$ cat config.mk
export PLATFORM = sky130hd
export DESIGN_NAME = uart_receiver
export DESIGN_NICKNAME = d
export VERILOG_FILES = /design/src/rtl/uart_receiver.sv
export SDC_FILE = /design/constraint.sdc
export NUM_CORES = 1
export LEC_CHECK = 0
export ABC_AREA = 1
export BUFFER_PORTS_ARGS = -buffer_cell sky130_fd_sc_hd__buf_4
export CAP_MARGIN = 20
export CORE_MARGIN = 1.5
export CORE_UTILIZATION = 62
export CTS_CLUSTER_DIAMETER = 80
export DETAILED_ROUTE_END_ITERATION = 7
export PLACE_DENSITY = 0.94
export SLEW_MARGIN = 10
export SYNTH_ARGS = -nofsm -noshare
export SYNTH_HDL_FRONTEND = slang
export SYNTH_SLANG_ARGS = --single-unit
$ cat constraint.sdc
create_clock -name i_clk -period 2.2 [get_ports i_clk]
set_input_delay 0.22 -clock i_clk [delete_from_list [all_inputs] [get_ports i_clk]]
set_output_delay 0.22 -clock i_clk [all_outputs]
set_load 0.02 [all_outputs]
$ cat src/rtl/uart_receiver.sv
// 8N1 UART receiver: two-flop synchronizer, mid-bit sampling, start-glitch
// rejection, framing-error pulse and break hold-off until the line idles high.
module uart_receiver #(
  parameter int CLKS_PER_BIT = 104
) (
  input  logic       i_clk,
  input  logic       i_rst,
  input  logic       i_rx,
  output logic [7:0] o_data,
  output logic       o_valid,
  output logic       o_frame_err,
  output logic       o_busy
);

  localparam int CW = (CLKS_PER_BIT > 1) ? $clog2(CLKS_PER_BIT) : 1;
  localparam logic [CW-1:0] HALF = CW'((CLKS_PER_BIT - 1) / 2);
  localparam logic [CW-1:0] LAST = CW'(CLKS_PER_BIT - 1);

  typedef enum logic [2:0] {
    IDLE,
    START,
    DATA,
    STOP,
    WAIT_IDLE
  } state_t;

  state_t        state_q;
  logic [CW-1:0] cnt_q;
  logic [2:0]    bit_q;
  logic [7:0]    shift_q;
  logic [7:0]    data_q;
  logic          valid_q;
  logic          ferr_q;
  logic          rx_m_q;
  logic          rx_s_q;

  always_ff @(posedge i_clk or posedge i_rst) begin
    if (i_rst) begin
      rx_m_q <= 1'b1;
      rx_s_q <= 1'b1;
    end else begin
      rx_m_q <= i_rx;
      rx_s_q <= rx_m_q;
    end
  end

  always_ff @(posedge i_clk or posedge i_rst) begin
    if (i_rst) begin
      state_q <= IDLE;
      cnt_q   <= '0;
      bit_q   <= '0;
      shift_q <= '0;
      data_q  <= '0;
      valid_q <= 1'b0;
      ferr_q  <= 1'b0;
    end else begin
      valid_q <= 1'b0;
      ferr_q  <= 1'b0;
      case (state_q)
        IDLE: begin
          if (!rx_s_q) begin
            state_q <= START;
            cnt_q   <= '0;
          end
        end
        START: begin
          // Re-check the line at mid start bit; a high level here was a glitch.
          if (cnt_q != HALF) begin
            cnt_q <= cnt_q + CW'(1);
          end else if (!rx_s_q) begin
            state_q <= DATA;
            cnt_q   <= '0;
            bit_q   <= '0;
          end else begin
            state_q <= IDLE;
          end
        end
        DATA: begin
          if (cnt_q == LAST) begin
            cnt_q   <= '0;
            shift_q <= {rx_s_q, shift_q[7:1]};
            if (bit_q == 3'd7) begin
              state_q <= STOP;
            end else begin
              bit_q <= bit_q + 3'd1;
            end
          end else begin
            cnt_q <= cnt_q + CW'(1);
          end
        end
        STOP: begin
          if (cnt_q == LAST) begin
            cnt_q <= '0;
            if (rx_s_q) begin
              data_q  <= shift_q;
              valid_q <= 1'b1;
              state_q <= IDLE;
            end else begin
              ferr_q  <= 1'b1;
              state_q <= WAIT_IDLE;
            end
          end else begin
            cnt_q <= cnt_q + CW'(1);
          end
        end
        WAIT_IDLE: begin
          // A held-low line (break) must not be decoded as further frames.
          if (rx_s_q) begin
            state_q <= IDLE;
          end
        end
        default: state_q <= IDLE;
      endcase
    end
  end

  assign o_data      = data_q;
  assign o_valid     = valid_q;
  assign o_frame_err = ferr_q;
  assign o_busy      = (state_q != IDLE);

endmodule

======== Word-level counts from Yosys, hierarchy flattened ========
Cells that the tools add are included.
cells by class
  add/sub/neg operators ................... 2
  eq/ne operators ......................... 15
  muxes and demuxes ....................... 24
  reduce and logical (&&, ||, !) cells .... 9
operator list
  operator                                                         number
  3-bit two-way mux                                                11
  7-bit two-way mux                                                3
  7-bit case mux with 3 select lines                               1
  2-bit != test, second input constant                             8
  3-bit case mux with 5 select lines                               1
  7-bit by 1-bit adder with 7-bit output, second input constant    1
  7-bit == test, second input constant                             1
  7-bit by 6-bit != test with 1-bit output, second input constant  1
  3-bit by 2-bit == test with 1-bit output, second input constant  2
  3-bit == test, second input constant                             2
  1-bit two-way mux                                                6
  3-bit case mux with 2 select lines                               1
  6-bit AND reduction                                              1
  3-bit nonzero test                                               2
  5-bit AND reduction                                              1
  3-bit by 1-bit adder with 3-bit output, second input constant    1
  3-bit by 1-bit == test with 1-bit output, second input constant  1
  3-bit zero test                                                  1
  3-bit AND reduction                                              1
  2-bit two-way mux                                                1
  2-bit AND reduction                                              1
  2-bit nonzero test                                               1
  2-bit OR reduction                                               1
word-level totals
  register bits ........................... 33
  logic and storage cells ................. 59

======== Longest topological paths before layout ========
Gate-level depths: netlist (run 1).
  depth in word-level cells ............... 4
  depth in mapped cells ................... 10
  depth with buffers taken out ............ 10

======== Worst setup path after synthesis (run 1) ========
No wires, ideal clock.
  path kind ............................... flip-flop to flip-flop
  start ................................... register cnt_q[1]
  end ..................................... register data_q[0], in the netlist o_data[0]
  setup time .............................. 0.073 ns
  data arrival time ....................... 1.464 ns
  setup slack ............................. 0.663 ns
  stages on the path, launching flop included .. 9
  path buffers ............................ 1
  cells stage by stage .................... dfrtp_1 ha_1 nand2_1 nor2_1 nand3_2 nor3_4 buf_6 nor2_1 a21oi_2
between the ends
  cells in the longest elaborated chain, start to end .. 2
ends and longest elaborated chain
  element                        line  source
  from (decl)                    28    logic [CW-1:0] cnt_q;
  from (signal assigned)         69    cnt_q <= cnt_q + CW'(1);
  from (signal assigned)         88    cnt_q <= cnt_q + CW'(1);
  from (signal assigned)         103   cnt_q <= cnt_q + CW'(1);
  7-bit == test                  92    if (cnt_q == LAST) begin
  3-bit AND reduction (no line)  n/a
  to (signal assigned)           95    data_q <= shift_q;
  to (decl)                      31    logic [7:0] data_q;
Every way passes these cells.
A chain may end at the register's enable or synchronous reset.

======== Worst setup path in the final report (run 1) ========
  start ................................... register cnt_q[1]
  end ..................................... register data_q[7], in the netlist o_data[7]
The elaborated chain is that of the path after synthesis.

==> results of run 1 <==
==> placed cells by master, fill, tap and decap left out, types with 3 or more instances in the layout <==
master	count
a21oi_2	3
nand3_1	16
nor3_1	3
nor2_1	21
ha_1	3
buf_4	14
inv_1	28
clkbuf_4	5
nand2_2	3
a21oi_1	6
nand2_1	50
o21ai_0	14
dfrtp_1	31
==> cell type report <==
cell class	instances	area (sq um)	area share, %
flip-flops and latches	33	828	44.6
clock inverters	2	37.5	2.02
multi-input cells	134	664	35.8
inverters	30	113	6.06
well taps	30	37.5	2.02
repair buffers	16	125	6.74
clock buffers	6	51.3	2.76
==> per-layer routing <==
metal | track usage, % | vias to the layer above | part of all wire, %
li1 | - | 668 | -
met1 | 31.9 | 616 | 43
met2 | 41.6 | 41 | 50
met3 | 8.20 | 10 | 5.5
met4 | 10.4 | 0 | 2.0
met5 | 0 | - | 0
==> logic make-up after synthesis <==
logic type,share of synthesized area [%]
buffers and inverters,8.23
AO/OA/AOI/OAI,9.23
flip-flops,50.9
AND/OR/NAND/NOR,28.2
adder cells (fa/ha/maj),2.31
XOR/XNOR,1.08
==> power by group through the flow <==
stage                     Combinational, mW  Clock (mW)  Sequential [mW]
final                                0.0219       0.480            0.612
after global routing                 0.0257       0.515            0.612
after CTS                            0.0229       0.486            0.612
after detailed placement             0.0200           0            0.623
after global placement               0.0197           0            0.623
after floorplan                      0.0121           0            0.623
==> per-stage QoR <==
stage	util, %	area (sq um)
after CTS	74.9	1860
after global routing	74.9	1860
after global placement	70.6	1750
final	74.9	1860
after detailed placement	70.6	1750
after floorplan	-	1630
==> worst reg2reg max path: stages (launching register included) <==
cell and delay [ns]:
dfrtp_1 0.42, ha_1 0.23, nand2_1 0.09, nor2_1 0.14, nand3_2 0.23, nor3_4 0.51, nor2_1 0.09, a21oi_1 0.15
==> worst min-delay path by stage <==
stage | from | to | slack (ns) | cells past startpoint
finish | rx_m_q$_DFF_PP1_ | rx_s_q$_DFF_PP1_ | 0.36 | 0
global route | rx_m_q$_DFF_PP1_ | rx_s_q$_DFF_PP1_ | 0.37 | 0
CTS | rx_m_q$_DFF_PP1_ | rx_s_q$_DFF_PP1_ | 0.37 | 0
detailed placement | i_rx | rx_m_q$_DFF_PP1_ | 0.33 | 1
global placement | i_rst | cnt_q[3]$_DFFE_PP0P_ | 0.33 | 3
floorplan | i_rx | rx_m_q$_DFF_PP1_ | 0.22 | 0
==> flip-flops by register name, summed over array words and instances (netlist names) <==
name and count:
o_data 8, shift_q 8, cnt_q 7, bit_q 3, state_q 3, o_frame_err 1, o_valid 1, rx_m_q 1
rx_s_q 1
==> summary.txt, run 1 <==
N_diodes - 0
Async S/R FF share, synth - 100%
CTS tree - done
Clk sink count - 33
Worst R2R Start - cnt_q[1]$_DFFE_PP0P_
Most instantiated cells after synthesis - 50 x nand2_1, 31 x dfrtp_1, 28 x inv_1, 21 x nor2_1, 16 x nand3_1
Post-CTS setup buffer count - 0
Post-layout minimum cycle time - 1.93 ns
Vias in the first global route - 1,209
Net Sw Frac - 20.4%
Final worst path period share - 87.8%
Pre-CTS setup slack - 0.277 ns
Post-synth top area cell - dfrtp_1
Fraction of layout instances using a drive strength above 1 - 17.2%
Clock root buffer - clkbuf_4
CTS buffer count - 5
Slew Viols, Final - 0
P_int - 0.886 mW
Fill cells - 166
DRT iter0 DRCs - 42
Hold Vio Cnt, Final - 0
Total Neg Setup Slack - 0 ns
Final Worst Setup Slack - 0.268 ns
Power Total - 1.11 mW
Core Footprint - 2480 sq um
CP endpoint kind - register
WL/cell - 12.5 um
Buf/Inv on CP - 0
Net count, final - 226
Pwr Density - 600 nW/um^2
Detailed-placement wirelength estimate - 2280 um
Worst-Margin Slew - 0.546 ns
Ys Warns - 0
Die Ht - 54.2 um
Reg power frac - 55.0%
Port-buffer cells - 13
Slew margin rel. - 63.2%
Cts hold-fix bufs - 2
CP Capture Point - o_data[7]$_DFFE_PP0P_
Syn Area/Cell - 8.13 sq um
Critical path cell sequence - ha_1 > nand2_1 > nor2_1 > nand3_2 > nor3_4 > nor2_1 > a21oi_1
Largest net degree at the start of global routing - 34
WP data required - 2.45 ns
Via count - 1,335
Hold WS - 0.364 ns
Global-route usage over all layers - 25.7%
RSZ-0062 raised after global routing - no
DRT Wirelength - 3130 um
Post-Place Cells - 241
Clk network pwr share - 43.1%
Syn Inst Count - 200
Final setup vio count - 0
Reg clk slew, reported paths - 0.10 ns
Leading post-synthesis cells by cell area - dfrtp_1 48%, nand2_1 12%, inv_1 6.5%, nand3_1 4.9%, nor2_1 4.8%
Max frequency - 518 MHz
Gpl congestion - 0.845
Leakage power - 0.947 nW
Num ports - 14
Post-route antenna net violation count - 0
Crit path largest cell delay - 0.51 ns
Number of synthesized register bits - 33
Number of synthesized flops with an enable pin - 0
Post-synth cell types - 26
Pre-antenna DRT Iters - 4
Clock buffer depth - 2
Most used cell, CP - nor2_1
Synth top area share - 47.7%
Cts repair resizes - 0
Critical Path Start - cnt_q[1]$_DFFE_PP0P_
Antenna violations before repair - 0
CP Depth - 7
WS Path Type - reg2reg
Crit path max fanout - 14
Net load switching power - 0.227 mW
Post-synth design cell area - 1630 sq um
Comb power frac - 2.0%
# rows - 18
Max stage delay cell, worst path - nor3_4
Syn Nets - 206
Die ar. - 2940 sq um
Vias per cell - 5.32
Grt ovf - 0
H-tree levels - 2
Min-delay worst type - reg2reg
Family with the most delay on the worst path - simple AND/OR/NAND/NOR gates
Critical Path AT - 2.18 ns
Worst R2R End - o_data[7]$_DFFE_PP0P_
Clock latency on the worst-skew pair - 0.34 ns
Starting Density - 65.7%
Status - finished, final reports clean
Max VDD drop - 0.648 mV
FF-to-FF path depth - 7
Clock skew - 0.0148 ns
Post-route insts no fill - 251
DRC Markers - 0
Ys flop type - dfrtp_1
Max-cap violations - 0
Crit start category - register
Die extent in x - 54.2 um
Most frequent cell after synthesis - nand2_1
First-pass GRT wire length - 5200 um
R2r setup slk - 0.27 ns
Area Growth Syn to Fin - 14.2%
Sequential area share after synthesis - 50.9%
No activity file was read; power rests on OpenSTA's default activity.
==> inputs of run 2 (changes only) <==
==> config.mk (replaced) <==
export PLATFORM = sky130hd
export DESIGN_NAME = uart_receiver
export DESIGN_NICKNAME = d
export VERILOG_FILES = /design/src/rtl/uart_receiver.sv
export SDC_FILE = /design/constraint.sdc
export NUM_CORES = 1
export LEC_CHECK = 0
export BUFFER_PORTS_ARGS = -buffer_cell sky130_fd_sc_hd__buf_4
export CAP_MARGIN = 20
export CORE_MARGIN = 1.5
export CORE_UTILIZATION = 40
export CTS_CLUSTER_DIAMETER = 80
export DETAILED_ROUTE_END_ITERATION = 7
export PLACE_DENSITY = 0.69
export SLEW_MARGIN = 15
export SYNTH_ARGS = -nofsm -noshare
export SYNTH_HDL_FRONTEND = slang
export SYNTH_SLANG_ARGS = --single-unit
==> summary.txt, run 2 <==
Status - finished, final reports clean
Final setup vio count - 0 (unchanged)
Worst R2R Start - cnt_q[0]$_DFFE_PP0P_
Core Util, Final - 50.6% (-24 points)
RSZ-0062 raised after global routing - no
Num ports - 14 (unchanged)
Power Total - 1.31 mW (+17%)
Family with the most delay on the worst path - simple AND/OR/NAND/NOR gates
CP endpoint kind - register
Synth top area share - 49.1% (+1.4 points)
Critical path cell sequence - ha_1 > and3b_1 > nand3_4 > or3_4 > mux2_4
Max frequency - 509 MHz (-1.7%)
Core Footprint - 3720 sq um (+50%)
Worst R2R End - shift_q[7]$_DFFE_PP0P_
Post-route insts no fill - 198 (-21%)
Leading post-synthesis cells by cell area - dfrtp_1 49%, mux2_4 7.6%, mux2_2 6.4%, dfstp_2 3.3%, ha_1 2.4%
Syn Nets - 137 (-33%)
Die Ht - 65.9 um (+22%)
Net count, final - 155 (-31%)
Register Area - 828 sq um (unchanged)
Syn Area/Cell - 12.1 sq um (+48%)
N_diodes - 0 (unchanged)
Syn Inst Count - 131 (-35%)
Max-cap violations - 0 (unchanged)
Slew margin rel. - 66.5% (+3.3 points)
Area of the multi-input gates - 702 sq um (+5.6%)
P_int - 1.06 mW (+20%)
Crit path largest cell delay - 0.45 ns (-0.06 ns)
Sequential area share after synthesis - 52.4% (+1.5 points)
Post-route antenna net violation count - 0 (unchanged)
Post-layout minimum cycle time - 1.97 ns (+0.0336 ns)
WL/cell - 14.2 um (+14%)
Clk network pwr share - 51.7% (+8.6 points)
R2r setup slk - 0.23 ns (-0.03 ns)
CP Depth - 5 (-2)
Worst-Margin Slew - 0.503 ns (-0.0435 ns)
Fraction of layout instances using a drive strength above 1 - 33.3% (+16 points)
FF-to-FF path depth - 5 (-2)
Detailed-placement wirelength estimate - 1980 um (-13%)
Cts hold-fix bufs - 0 (-2)
Grt ovf - 0 (unchanged)
CTS tree - done
Fill cells - 334 (+100%)
Post-synth design cell area - 1580 sq um (-2.8%)
Clock skew - 0.00906 ns (-0.00577 ns)
Number of synthesized flops with an enable pin - 0 (unchanged)
Starting Density - 42.6% (-23 points)
Post-synth cell types - 42 (+62%)
Most frequent cell after synthesis - dfrtp_1
Ys Warns - 0 (unchanged)
Post-CTS setup buffer count - 0 (unchanged)
# rows - 22 (+4)
Comb power frac - 1.3% (-0.7 points)
DRC Markers - 0 (unchanged)
Die extent in x - 65.9 um (+22%)
Post-Place Cells - 190 (-21%)
Critical Path AT - 2.13 ns (-0.05 ns)
Hold Vio Cnt, Final - 0 (unchanged)
Clk sink count - 33 (unchanged)
Cts repair resizes - 0 (unchanged)
Vias per cell - 5.46 (+2.6%)
Port-buffer cells - 13 (unchanged)
Crit path max fanout - 8 (-6)
Most instantiated cells after synthesis - 31 x dfrtp_1, 9 x mux2_2, 8 x inv_1, 8 x mux2_4
Total Neg Setup Slack - 0 ns (unchanged)
Crit start category - register
Max stage delay cell, worst path - or3_4
CP Capture Point - shift_q[7]$_DFFE_PP0P_
Vias in the first global route - 1,034 (-14%)
Pre-antenna DRT Iters - 4 (unchanged)
Area Growth Syn to Fin - 19.0%
Slew Viols, Final - 0 (unchanged)
DRT iter0 DRCs - 66 (+57%)
Pre-CTS setup slack - 0.0951 ns (-0.182 ns)
Largest net degree at the start of global routing - 34 (unchanged)
Net Sw Frac - 18.5% (-1.9 points)
Global-route usage over all layers - 15.1% (-11 points)
Leakage power - 0.919 nW (-3.0%)
Leading cell type in the layout, fill and taps excluded - dfrtp_1
H-tree levels - 2 (unchanged)
Post-synth top area cell - dfrtp_1
Number of synthesized register bits - 33 (unchanged)
WP data required - 2.37 ns (-0.08 ns)
Pwr Density - 694 nW/um^2 (+16%)
CTS buffer count - 5 (unchanged)
Gpl congestion - 0.882 (+4.4%)
First-pass GRT wire length - 4910 um (-5.7%)
Final worst path period share - 89.3% (+1.5 points)
Antenna violations before repair - 0 (unchanged)
Clock root buffer - clkbuf_8
Ys flop type - dfrtp_1
Reg power frac - 46.9% (-8.1 points)
Die ar. - 4340 sq um (+48%)
Clock latency on the worst-skew pair - 0.29 ns (-0.05 ns)
Reg clk slew, reported paths - 0.07 ns (-0.03 ns)
Min-delay worst type - in2async
Net load switching power - 0.242 mW (+6.3%)
Via count - 1,081 (-19%)
Clock buffer depth - 2 (unchanged)
Max VDD drop - 0.392 mV (-40%)
Critical Path Start - cnt_q[0]$_DFFE_PP0P_
Most frequent cells in the layout - 31 x dfrtp_1, 17 x buf_4, 9 x mux2_2
DRT Wirelength - 2810 um (-10%)
Final Worst Setup Slack - 0.235 ns (-0.0336 ns)
WS Path Type - reg2reg
Async S/R FF share, synth - 100% (unchanged)
Buf/Inv on CP - 0 (unchanged)
==> run 2: worst reg2reg max path, stage by stage (launching register included) <==
cell and delay (ns):
dfrtp_1 0.40, ha_1 0.24, and3b_1 0.32, nand3_4 0.11, or3_4 0.45, mux2_4 0.33
==> run 2: through the flow <==
step,instance area [sq um],hold slack (ns)
finish,1880,0.0141
global route,1880,0.0215
CTS,1860,0.0284
detailed placement,1730,0.331
global placement,1730,0.329
floorplan,1580,0.224
==> run 2: how the worst min path moves through the flow <==
| stage | from | end | slack, ns | depth (start not counted) |
|---|---|---|---|---|
| 2_1_floorplan | i_rx | rx_m_q$_DFF_PP1_ | 0.22 | 0 |
| 3_3_place_gp | i_rst | cnt_q[2]$_DFFE_PP0P_ | 0.33 | 3 |
| 3_5_place_dp | i_rx | rx_m_q$_DFF_PP1_ | 0.33 | 1 |
| 4_1_cts | i_rst | cnt_q[5]$_DFFE_PP0P_ | 0.03 | 3 |
| 5_1_grt | i_rx | rx_m_q$_DFF_PP1_ | 0.02 | 1 |
| 6_report | i_rst | cnt_q[5]$_DFFE_PP0P_ | 0.01 | 3 |
==> run 2: logic make-up after synthesis <==
group           after synthesis  share of synthesized area, %
mux                          18                          14.6
fa+ha+maj                     3                          2.37
buf+inv                      14                          4.35
xor+xnor                      1                         0.554
flops                        33                          52.4
compound gates               27                          11.9
simple gates                 35                          13.8
==> run 2: routing by layer <==
metal / part of all wire, % / GRT usage, % / vias to the layer above
met5: 0 / 0 / -
met4: 2.1 / 8.85 / 0
met3: 4.3 / 4.77 / 6
met2: 48 / 21.7 / 24
met1: 45 / 19.9 / 533
li1: - / - / 518
==> run 2: power groups by stage <==
stage | combinational (mW) | clock [mW] | sequential, mW
floorplan | 0.0129 | 0 | 0.622
global placement | 0.0178 | 0 | 0.624
detailed placement | 0.0183 | 0 | 0.624
CTS | 0.0184 | 0.683 | 0.613
global route | 0.0208 | 0.722 | 0.613
finish | 0.0173 | 0.676 | 0.613
==> run 2: final cells by class <==
type                            count  area share (%)
Tap cell                           48            3.19
Sequential cell                    33            44.0
Inverter                            8            1.60
Timing Repair Buffer               17            6.78
Clock buffer                        5            3.66
Multi-Input combinational cell     84            37.3
Clock inverter                      3            3.46
